--- config.mk ---
export PLATFORM = sky130hd
export DESIGN_NAME = sha1_msg_padder
export DESIGN_NICKNAME = d
export VERILOG_FILES = /design/src/rtl/sha1_pkg.sv /design/src/rtl/sha1_pad_mask.sv /design/src/rtl/sha1_msg_padder.sv
export SDC_FILE = /design/constraint.sdc
export NUM_CORES = 1
export LEC_CHECK = 0
export BUFFER_PORTS_ARGS = -buffer_cell sky130_fd_sc_hd__buf_2
export CORE_MARGIN = 8
export CORE_UTILIZATION = 59
export DETAILED_ROUTE_END_ITERATION = 7
export HOLD_SLACK_MARGIN = 0.05
export MAX_ROUTING_LAYER = met4
export PLACE_DENSITY_LB_ADDON = 0.1
export RECOVER_POWER = 100
export SLEW_MARGIN = 20
export SYNTH_ARGS = -nofsm -noshare
export SYNTH_HDL_FRONTEND = slang
export SYNTH_SLANG_ARGS = --single-unit
--- constraint.sdc ---
create_clock -name clk -period 4.5 [get_ports clk]
set_clock_uncertainty 0.15 [all_clocks]
set_input_delay 0 -clock clk [delete_from_list [all_inputs] [get_ports clk]]
set_output_delay 0 -clock clk [all_outputs]
set_load 0.01 [all_outputs]
--- src/rtl/sha1_pkg.sv ---
// Shared constants and types for the SHA1 message padder and its helpers.
//
// Contents:
//   SHA1_BLK_W    - width of one padded message block in bits
//   SHA1_DIG_W    - width of the SHA1 digest in bits
//   SHA1_BYTES    - bytes per block
//   SHA1_LEN_OFS  - byte index where the 64-bit length field starts
//   SHA1_PAD_BYTE - the marker byte written right after the message
//   padState_t    - padder FSM states
package sha1_pkg;

  localparam int SHA1_BLK_W   = 512;
  localparam int SHA1_DIG_W   = 160;
  localparam int SHA1_BYTES   = 64;
  localparam int SHA1_LEN_OFS = 56;
  localparam logic [7:0] SHA1_PAD_BYTE = 8'h80;

  typedef enum logic [1:0] {
    FILL,
    PAD,
    OUT,
    OUT_PAD
  } padState_t;

endpackage

--- src/rtl/sha1_pad_mask.sv ---
// Combinational overlay generator for the padding step.
//
// Given the byte pointer where the message ended and the message bit length,
// it produces the bytes that padding writes into the block buffer and a
// per-byte mask saying which buffer bytes get replaced.
//
// Ports:
//   i_ptr     - first byte index not holding message data (0..63)
//   i_len     - message length in bits, already zero-extended to 64 bits
//   o_data    - overlay block; byte 0 at [511:504], byte 63 at [7:0]
//   o_mask    - bit i set means buffer byte i is taken from o_data
//   o_lenFits - the length field fits in this block (pointer at or before 55)
module sha1_pad_mask
  import sha1_pkg::*;
(
  input  logic [5:0]   i_ptr,
  input  logic [63:0]  i_len,
  output logic [511:0] o_data,
  output logic [63:0]  o_mask,
  output logic         o_lenFits
);

  // Every byte from the pointer onwards is rewritten: the pointer byte gets
  // the 0x80 marker, the rest become zero, and when there is room for it the
  // big-endian length lands in the last eight bytes.
  always_comb begin
    o_data    = '0;
    o_mask    = '0;
    o_lenFits = (i_ptr <= 6'(SHA1_LEN_OFS - 1));
    for (int i = 0; i < SHA1_BYTES; i++) begin
      if (6'(i) >= i_ptr) begin
        o_mask[i] = 1'b1;
      end
      if (6'(i) == i_ptr) begin
        o_data[511 - 8*i -: 8] = SHA1_PAD_BYTE;
      end
      if (o_lenFits && (i >= SHA1_LEN_OFS)) begin
        o_data[511 - 8*i -: 8] = i_len[63 - 8*(i - SHA1_LEN_OFS) -: 8];
      end
    end
  end

endmodule

--- src/rtl/sha1_msg_padder.sv ---
// SHA1 message padder: turns a byte stream into padded 512-bit blocks.
//
// Bytes are collected into a 64-byte buffer. When the message ends, a 0x80
// marker, zero fill and the 64-bit big-endian bit length are added, spilling
// into an extra block when the length does not fit. Blocks are handed out on
// a valid/ready handshake together with first/last flags for chaining.
//
// Ports:
//   clk       - system clock, rising edge
//   rst       - synchronous active-high reset
//   in_valid  - byte beat valid
//   in_ready  - padder can accept a beat
//   in_data   - message byte
//   in_keep   - in_data carries a byte (0 only together with in_last)
//   in_last   - final beat of the message
//   blk_valid - blk_data is valid, held until accepted
//   blk_ready - downstream accepts the block
//   blk_data  - padded block; byte 0 at [511:504], byte 63 at [7:0]
//   blk_first - block is the first of its message
//   blk_last  - block is the final block of its message
module sha1_msg_padder
  import sha1_pkg::*;
#(
  parameter int LEN_W = 64
) (
  input  logic         clk,
  input  logic         rst,
  input  logic         in_valid,
  output logic         in_ready,
  input  logic [7:0]   in_data,
  input  logic         in_keep,
  input  logic         in_last,
  output logic         blk_valid,
  input  logic         blk_ready,
  output logic [511:0] blk_data,
  output logic         blk_first,
  output logic         blk_last
);

  padState_t        r_state;
  padState_t        w_nextState;
  logic [7:0]       r_buf [SHA1_BYTES];
  logic [5:0]       r_ptr;
  logic [LEN_W-1:0] r_bitlen;
  logic             r_first;
  logic             r_last;
  logic             r_pend;
  logic             r_inReady;

  logic             w_beat;
  logic             w_xfer;
  logic             w_blkValid;
  logic             w_ptrAtEnd;
  logic [63:0]      w_len64;
  logic [511:0]     w_padData;
  logic [63:0]      w_padMask;
  logic             w_lenFits;

  assign w_blkValid = (r_state == OUT) || (r_state == OUT_PAD);
  assign w_beat     = in_valid & r_inReady;
  assign w_xfer     = w_blkValid & blk_ready;
  assign w_ptrAtEnd = (r_ptr == 6'(SHA1_BYTES - 1));
  assign w_len64    = 64'(r_bitlen);

  assign in_ready   = r_inReady;
  assign blk_valid  = w_blkValid;
  assign blk_first  = w_blkValid & r_first;
  assign blk_last   = w_blkValid & r_last;

  sha1_pad_mask u_padMask (
    .i_ptr     (r_ptr),
    .i_len     (w_len64),
    .o_data    (w_padData),
    .o_mask    (w_padMask),
    .o_lenFits (w_lenFits)
  );

  // Flatten the byte buffer onto the block bus, byte 0 in the top bits.
  always_comb begin
    blk_data = '0;
    for (int i = 0; i < SHA1_BYTES; i++) begin
      blk_data[511 - 8*i -: 8] = r_buf[i];
    end
  end

  // State register for the padder FSM.
  always_ff @(posedge clk) begin
    if (rst) begin
      r_state <= FILL;
    end else begin
      r_state <= w_nextState;
    end
  end

  // Next-state logic. A full buffer that also ends the message must first be
  // sent as raw data (OUT_PAD) and then padded from byte 0. OUT returns to
  // FILL unless a length-only block is still owed, in which case it stays in
  // OUT to present that block.
  always_comb begin
    w_nextState = r_state;
    unique case (r_state)
      FILL: begin
        if (w_beat) begin
          if (in_keep && w_ptrAtEnd) begin
            w_nextState = in_last ? OUT_PAD : OUT;
          end else if (in_last) begin
            w_nextState = PAD;
          end
        end
      end
      PAD: begin
        w_nextState = OUT;
      end
      OUT: begin
        if (w_xfer && !r_pend) begin
          w_nextState = FILL;
        end
      end
      OUT_PAD: begin
        if (w_xfer) begin
          w_nextState = PAD;
        end
      end
      default: begin
        w_nextState = FILL;
      end
    endcase
  end

  // Buffer, counters and flags. in_ready is registered from the next state so
  // it is low in the cycle after reset and whenever a block is pending. The
  // pending marker remembers that the length did not fit and a zero block
  // carrying only the length must follow.
  always_ff @(posedge clk) begin
    if (rst) begin
      for (int i = 0; i < SHA1_BYTES; i++) begin
        r_buf[i] <= 8'h00;
      end
      r_ptr     <= '0;
      r_bitlen  <= '0;
      r_first   <= 1'b1;
      r_last    <= 1'b0;
      r_pend    <= 1'b0;
      r_inReady <= 1'b0;
    end else begin
      r_inReady <= (w_nextState == FILL);
      unique case (r_state)
        FILL: begin
          if (w_beat && in_keep) begin
            r_buf[r_ptr] <= in_data;
            r_ptr        <= r_ptr + 6'd1;
            r_bitlen     <= r_bitlen + LEN_W'(8);
            if (w_ptrAtEnd) begin
              r_last <= 1'b0;
            end
          end
        end
        PAD: begin
          for (int i = 0; i < SHA1_BYTES; i++) begin
            if (w_padMask[i]) begin
              r_buf[i] <= w_padData[511 - 8*i -: 8];
            end
          end
          r_last <= w_lenFits;
          r_pend <= !w_lenFits;
        end
        OUT: begin
          if (w_xfer) begin
            r_first <= 1'b0;
            r_ptr   <= '0;
            if (r_pend) begin
              for (int i = 0; i < SHA1_BYTES; i++) begin
                if (i >= SHA1_LEN_OFS) begin
                  r_buf[i] <= w_len64[63 - 8*(i - SHA1_LEN_OFS) -: 8];
                end else begin
                  r_buf[i] <= 8'h00;
                end
              end
              r_last <= 1'b1;
              r_pend <= 1'b0;
            end else if (r_last) begin
              r_first  <= 1'b1;
              r_bitlen <= '0;
            end
          end
        end
        OUT_PAD: begin
          if (w_xfer) begin
            r_first <= 1'b0;
            r_ptr   <= '0;
          end
        end
        default: begin
        end
      endcase
    end
  end

endmodule

[Yosys cells after proc, flatten, opt, wreduce, memory -nomap -nowiden]
Memory sizes are Yosys's and may differ from the RTL's.
Cells that the tools add are included.
Storage, ports and cells
  memories: 1
  flip-flop bits (word level): 76
  RAM bits: 512
  logic and storage cells: 863
Cells by class
  order comparisons: 65
  bitwise logic cells: 132
  multiplexer cells: 560
  reduce and logical (&&, ||, !) cells: 21
  eq/ne operators: 75
  add/sub/neg operators: 2
Memory list
  r_buf: words 64, bits a word 8, rd ports 64, clocked after memory_dff 0, wr ports 64, line sha1_msg_padder.sv:42  | logic [7:0] r_buf [SHA1_BYTES];
Operators with widths (count)
  2-to-1 mux 8 bit: 201
  2-to-1 mux 1 bit: 341
  2-to-1 mux 64 bit: 4
  equality test 6 bit (first input constant): 32
  >= comparator 6 bit (first input constant): 32
  OR 1 bit: 128
  one-hot mux 64 bit (2 select lines): 1
  equality test 5 x 6 -> 1 bit (first input constant): 16
  >= comparator 5 x 6 -> 1 bit (first input constant): 16
  adder 64 x 4 -> 64 bit (second input constant): 1
  equality test 4 x 6 -> 1 bit (first input constant): 8
  >= comparator 4 x 6 -> 1 bit (first input constant): 8
  equality test 3 x 6 -> 1 bit (first input constant): 4
  >= comparator 3 x 6 -> 1 bit (first input constant): 4
  2-to-1 mux 6 bit: 3
  != test 2 bit (second input constant): 7
  equality test 2 x 6 -> 1 bit (first input constant): 2
  >= comparator 1 x 6 -> 1 bit (first input constant): 2
  >= comparator 2 x 6 -> 1 bit (first input constant): 2
  one-hot mux 6 bit (2 select lines): 1
  2-to-1 mux 2 bit: 5
  AND reduction 5 bit: 2
  one-hot mux 2 bit (4 select lines): 1
  nonzero test 2 bit: 4
  other kinds (20): 30

[Longest topological paths before layout]
Gate-level depths: netlist (run 1).
  depth in word-level cells: 9
  depth in mapped cells: 10
  mapped depth without buffers: 7

[Cells and area by module]
Synthesis (run 1) repeated with hierarchy kept, for this count alone.
Second synthesis, totals
  cell total of the unflattened synthesis: 3592
  area total of the unflattened synthesis: 32656.3 µm²
Modules (own cells, without submodules)
  sha1_msg_padder: seq. area each 16836.1 µm², cells each 2923, area each 28109.5 µm², instances 1
  sha1_pad_mask: seq. area each 0.0 µm², cells each 669, area each 4546.9 µm², instances 1

[Worst setup path before layout (run 1)]
OpenSTA, ideal clock, no wires.
  kind: register to register
  from: reg r_state[1]
  to: mem r_buf[56][0], enable pin
  path slack: 1.710 ns
  data arrival time: 2.302 ns
  path buffers: 2
  cell stages (with the launch flop): 9
  cells stage by stage: dfxtp_1 > inv_1 > ha_1 > nand4_1 > or3_1 > clkbuf_1 > nor2_1 > clkbuf_1 > nand3b_1
RTL lines
  start, declared: line sha1_msg_padder.sv:40  | padState_t r_state;
  start signal, assigned: line sha1_msg_padder.sv:91  | r_state <= w_nextState;
  end, declared: line sha1_msg_padder.sv:42

==> results of run 1 <==
layout make-up:
class                      count  area share [%]
tap                          539            2.28
antenna                        5          0.0423
multi-input combinational   1354            26.3
inverter                      16           0.203
clock buffer                  64            4.91
clock inverter                41            1.33
sequential                   585            56.9
timing repair buffer         585            8.04
power by group:
part	leakage (nW)	switching (mW)	internal [mW]
logic	3.26	1.96	0.549
clock network	0.898	2.04	2.77
registers	5.94	0.332	6.73
sequential cells by signal (all words and copies together) (netlist names):
signal / flops
r_buf: 512
r_bitlen: 61
r_ptr: 6
r_state: 2
in_ready: 1
r_first: 1
r_last: 1
r_pend: 1
critical path: stages, from the launching register on:
cell	delay (ns)
dfxtp_1	0.35
inv_1	0.16
ha_1	0.17
clkbuf_1	0.48
nand4_1	0.63
or3_1	0.84
nor2_1	0.51
or3_1	0.41
synth_stat cells, drive strengths merged, types with 6 or more instances:
| cell | n | area [um^2] |
|---|---|---|
| ha | 12 | 150 |
| nand3b | 10 | 75.1 |
| a31oi | 8 | 50.1 |
| o221ai | 12 | 105 |
| nand2b | 15 | 93.8 |
| and3 | 11 | 68.8 |
| nand2 | 231 | 867 |
| nor4 | 18 | 158 |
| a21oi | 70 | 350 |
| dfxtp | 73 | 1460 |
| nand4 | 37 | 280 |
| o41ai | 12 | 105 |
| clkbuf | 120 | 450 |
| nor2b | 7 | 43.8 |
| or3 | 47 | 294 |
| edfxtp | 512 | 15400 |
| buf | 20 | 87.6 |
| and4 | 11 | 100 |
| o211ai | 6 | 45.0 |
| xor2 | 17 | 149 |
| o31ai | 29 | 218 |
| xnor2 | 17 | 149 |
| nand3 | 31 | 155 |
| a211o | 10 | 87.6 |
| or4 | 9 | 67.6 |
| and2 | 407 | 2550 |
| nor2 | 145 | 544 |
| inv | 15 | 56.3 |
| o21ai | 108 | 541 |
| nor3 | 28 | 145 |
worst max-delay path by stage:
stage / from / endpoint / slack (ns) / cells past startpoint
floorplan: r_state[1] / r_buf[56][0] / 1.71 / 8
global placement: r_ptr[0] / r_buf[42][5] / 0.76 / 7
detailed placement: r_ptr[0] / r_buf[42][5] / 0.81 / 7
CTS: r_ptr[0] / r_buf[42][5] / 0.77 / 7
global route: r_state[1] / r_buf[4][6] / 0.32 / 7
finish: r_state[1] / r_buf[7][7] / 0.45 / 7
per-layer routing:
metal	vias to the layer above	GRT usage, %	share of wire, %
met5	-	-	0
li1	8505	-	-
met4	0	14.0	4.5
met1	9622	42.9	38
met3	229	6.69	9.5
met2	1222	55.2	48
cells by family (layout without fill, tap and decap cells):
group,count (synthesis),count (layout),synth area share [%]
simple gates,1020,1020,22.0
mux,2,2,0.0844
fa+ha+maj,12,12,0.595
xor+xnor,34,34,1.18
compound gates,286,286,7.00
other cells,0,5,0
buf+inv,156,706,2.37
flops,585,585,66.8
metrics by stage:
step	area [um^2]	setup WS [ns]	hold slack (ns)	power, mW	utilization [%]
floorplan	25200	1.71	0.171	8.34	-
global placement	28400	0.759	0.228	9.74	67.5
detailed placement	28400	0.811	0.240	9.78	67.5
CTS	30300	0.770	0.0831	14.5	72.1
global route	29600	0.324	0.134	14.7	70.4
finish	29600	0.453	0.114	14.4	70.4
placed cells by master (no fill, tap or decap), types with 5 or more instances in the layout:
master           n
inv_1           15
o41ai_1         12
a211o_1         10
nand3_1         31
or3_1           47
nor2b_1          7
clkinv_1        20
clkbuf_16       57
or4_1            9
clkbuf_1       544
and2_0         273
edfxtp_1       512
ha_1            12
and2_1         134
o211ai_1         6
nor4_1          15
nand3b_1        10
o21ai_0        106
xnor2_1         17
o221ai_1        12
xor2_1          17
nor3_1          28
dfxtp_1         73
dlygate4sd3_1   11
diode_2          5
nand2_1        231
nand2b_1        15
clkinv_2        10
and3_1          11
nand4_1         32
nor2_1         145
bufinv_16        8
o31ai_1         29
and4_1           8
buf_4           27
a21oi_1         69
a31oi_1          7
buf_2            9
==> reports/results.tsv, run 1 <==
stage	metric	value	unit
status	status	complete, no violations	
timing	minimum clock period	4.05	ns
setup_path	required time of the critical path	4.62	ns
synthesis	Post-synth ARST share	0	%
timing	Setup violations, final	0	
cells_and_area	proportion of layout cells with a drive suffix above 1	5.18	%
clock_tree	CTS Hold Buffers Added	11	
flow_run	max cap viols	0	
route	DRT Pass-1 Iters	6	
power	Pwr Density	486	mW/mm^2
route	routed vias	19600	
placed_design	HPWL after DPL	60800	um
synthesis	Seq/Total Area, Yosys	66.8	%
die	Initial Utilization	60.0	%
synthesis	YS warnings	0	
global_routing	largest net degree at the start of global routing	65	
power	Leak Pwr	10.1	nW
clock_tree	CTS clk-pin slew, worst paths	0.06	ns
min_path	hold path depth	5	
synthesis	flop and latch count out of synthesis	585	
clock_tree	cts repair resizes	0	
timing	worst slew pin tran	1.30	ns
route	WL per Instance	27.2	um
clock_tree	CTS tree	done	
placed_design	IO Port Bufs	529	
timing	TNS Setup	0	ns
route	Post-DRT Antenna Nets	0	
timing	Slew Limit Headroom	13.6	%
cells_and_area	non-filler cells, final	3189	
global_routing	GRT Residual Overflow	0	
cells_and_area	area taken by flip-flops and latches	0.0168	mm^2
cells_and_area	footprint of the multi-input gates	0.00779	mm^2
timing	final-report max-slew violation count	0	
setup_path	CP Capture Type	flip-flop	
placed_design	RePlAce Congestion	0.967	
clock_tree	Setup Buffers After CTS	0	
synthesis	mapped cell area	0.0252	mm^2
die	area of the die	0.0496	mm^2
die	Die Y	223	um
cells_and_area	Layout fillers	3293	
die	DIE WIDTH	223	um
cells_and_area	Layout Nets	2625	
global_routing	vias in the first global route	18700	
synthesis	syn_area_per_cell	12.0	um^2
synthesis	predominant post-synthesis flop cell	edfxtp_1	
clock_tree	Root Driver	clkbuf_16	
power	peak supply drop	0.000388	V
setup_path	crit path DAT	4.17	ns
synthesis	Syn Nets	2121	
setup_path	FF-to-FF Start	r_state[1]	
synthesis	post-synthesis cell type count	64	
min_path	hold_sp	in_keep	
setup_path	CP startpoint kind	flip-flop	
global_routing	first-pass GRT wire length	125000	um
setup_path	flop-to-flop setup slack	0.45	ns
clock_tree	H-tree level count	2	
cells_and_area	Synth-to-Final Area Change	17.4	%
setup_path	worst-case reg-to-reg path depth	7	
route	DRC	0	
placed_design	placed insts	3068	
min_path	worst min path class	in2reg	
synthesis	number of enable flip-flop cells after synthesis	512	
setup_path	Reg-to-Reg End	r_buf[7][7]	
clock_tree	cts bufs inserted	57	
die	Core Region	0.0420	mm^2
die	Top Ports	530	
route	DR vias/cell	6.14	
timing	Hold Fails Final Rpt	0	
clock_tree	clock buffer depth	3	
clock_tree	clock sinks	585	
route	total routed wirelength	86700	um
synthesis	Synth Instances	2095	
clock_tree	Clock Latency Late Sink	0.61	ns
route	1st-iter DRT viols	2493	
global_routing	GRT Total Usage	34.4	%
global_routing	antenna violations before repair	4	
timing	max frequency	0.247	GHz
die	Rows	75	
setup_path	WS Path Type	reg2reg	
setup_path	CP max FO	15	
min_path	Hold Path End	r_ptr[1]	
timing	RSZ-0062 raised after global routing	no	
timing	period utilization	89.9	%
No activity file was read; power rests on OpenSTA's default activity.
==> inputs of run 2 (changes only) <==
==> constraint.sdc (replaced) <==
create_clock -name clk -period 4.5 [get_ports clk]
set_clock_uncertainty 0.15 [all_clocks]
set_input_delay 0 -clock clk [delete_from_list [all_inputs] [get_ports clk]]
set_output_delay 0 -clock clk [all_outputs]
set_load 0.005 [all_outputs]
==> run 2 against run 1 <==
Against the previous run: register-to-register slack is essentially flat; first-iteration DRC count grew 5.1%; worst hold slack lost 0.0019 ns; clock power is essentially flat; die area is the same.
==> reports/results.tsv, run 2 (synthesis gave the netlist of run 1 again) <==
stage	metric	value	unit	change
clock_tree	CTS tree	done		
die	area of the die	0.0496	mm^2	unchanged
clock_tree	Setup Buffers After CTS	0		unchanged
cells_and_area	footprint of the multi-input gates	0.00779	mm^2	unchanged
clock_tree	cts bufs inserted	57		unchanged
timing	worst slew pin tran	1.30	ns	+0.00565 ns
setup_path	CP Capture Type	flip-flop		
timing	TNS Setup	0	ns	unchanged
placed_design	HPWL after DPL	60800	um	unchanged
placed_design	placed insts	3068		unchanged
timing	Setup violations, final	0		unchanged
global_routing	largest net degree at the start of global routing	65		unchanged
timing	minimum clock period	4.06	ns	+0.00962 ns
timing	RSZ-0062 raised after global routing	no		
cells_and_area	non-filler cells, final	3189		unchanged
setup_path	CP startpoint kind	flip-flop		
route	met3 wire length	8470	um	+3.3%
clock_tree	H-tree level count	2		unchanged
min_path	worst min path class	in2reg		
route	1st-iter DRT viols	2619		+5.1%
power	Leak Pwr	10.3	nW	+2.0%
cells_and_area	Layout fillers	3259		-1.0%
global_routing	GRT Total Usage	34.4	%	unchanged
route	DR vias/cell	6.15		+0.13%
global_routing	vias in the first global route	18700		unchanged
setup_path	WS Path Type	reg2reg		
die	Top Ports	530		unchanged
placed_design	IO Port Bufs	529		unchanged
cells_and_area	post-route design area	0.0297	mm^2	+0.25%
clock_tree	clock sinks	585		unchanged
cells_and_area	area taken by flip-flops and latches	0.0168	mm^2	unchanged
route	Metal-1 WL	32900	um	-0.86%
placed_design	RePlAce Congestion	0.967		unchanged
route	Post-DRT Antenna Nets	0		unchanged
clock_tree	Root Driver	clkbuf_16		
setup_path	crit path DAT	4.18	ns	about the same
route	WL per Instance	27.2	um	-0.12%
die	Initial Utilization	60.0	%	unchanged
timing	max frequency	0.247	GHz	-0.24%
route	DRT Pass-1 Iters	6		unchanged
cells_and_area	fin util	70.6	%	+0.18 points
placed_design	Place WS	0.811	ns	unchanged
clock_tree	CTS clk-pin slew, worst paths	0.06	ns	about the same
power	peak supply drop	0.000389	V	+0.31%
cells_and_area	commonest non-fill, non-tap cell in the layout	edfxtp_1		
cells_and_area	max reg flops	512		unchanged
timing	Slew Limit Headroom	13.2	%	-0.38 points
cells_and_area	Layout Nets	2625		unchanged
cells_and_area	most frequent cells in the layout	512 x edfxtp_1, 483 x clkbuf_1, 273 x and2_0		
global_routing	GRT Residual Overflow	0		unchanged
power	Pwr Density	476	mW/mm^2	-1.9%
setup_path	required time of the critical path	4.62	ns	about the same
die	Rows	75		unchanged
placed_design	Post-DP Area	0.0284	mm^2	unchanged
setup_path	CP max FO	15		unchanged
global_routing	antenna violations before repair	4		unchanged
clock_tree	clock buffer depth	3		unchanged
clock_tree	Clock Latency Late Sink	0.61	ns	about the same
route	Top Metal Used	met4		
global_routing	first-pass GRT wire length	125000	um	unchanged
route	routed vias	19600		+0.13%
cells_and_area	largest registers	r_buf: 512 flops, r_bitlen: 61 flops, r_ptr: 6 flops		
timing	hold_ws	0.112	ns	-0.00186 ns
status	status	complete, no violations		
cells_and_area	Biggest register	r_buf		
die	Core Region	0.0420	mm^2	unchanged
flow_run	max cap viols	0		unchanged
timing	final-report max-slew violation count	0		unchanged
die	DIE WIDTH	223	um	unchanged
clock_tree	cts repair resizes	0		unchanged
clock_tree	CTS Hold Buffers Added	11		unchanged
route	total routed wirelength	86600	um	-0.12%
timing	period utilization	90.1	%	+0.21 points
power	Power, Total	14.1	mW	-1.7%
cells_and_area	proportion of layout cells with a drive suffix above 1	7.41	%	+2.2 points
route	DRC	0		unchanged
die	Die Y	223	um	unchanged
cells_and_area	Synth-to-Final Area Change	17.7	%	
timing	Hold Fails Final Rpt	0		unchanged
timing	setup slack after layout	0.443	ns	-0.00962 ns
route	met2 wire len	41300	um	-0.40%
==> run 2: changes by cell type in the layout (fill, tap and decap cells not counted), sizes merged <==
cell    previous run  this run
clkbuf           602       541
buf               36        97
==> run 2: final cells by class <==
type                            count  area share [%]
Inverter                           16           0.202
Clock buffer                       64            4.90
Sequential cell                   585            56.7
Clock inverter                     41            1.32
Tap cell                          539            2.27
Multi-Input combinational cell   1354            26.3
Timing Repair Buffer              585            8.27
Antenna cell                        5          0.0422
==> run 2: final timing paths <==
kind	slack [ns]	from	cells past startpoint	end
max	0.44	r_state[1]	7	r_buf[7][7]
min	0.11	in_keep	5	r_ptr[1]
max reg2reg	0.44	r_state[1]	7	r_buf[7][7]
min reg2reg	0.36	r_bitlen[61]	2	r_bitlen[61]
==> run 2: critical path, stage by stage, from the launching register on <==
cell	delay, ns
dfxtp_1	0.35
inv_1	0.17
ha_1	0.17
clkbuf_1	0.48
nand4_1	0.63
or3_1	0.84
nor2_1	0.51
or3_1	0.41
==> run 2: layer usage <==
layer	track usage, %	vias to the layer above
met1	42.9	9605
met3	6.69	244
met4	14.0	0
li1	-	8498
met5	-	-
met2	55.2	1256
==> run 2: power by group <==
part / internal (mW) / switching [mW]
Clock: 2.77 / 2.03
Sequential: 6.73 / 0.327
Combinational: 0.567 / 1.72
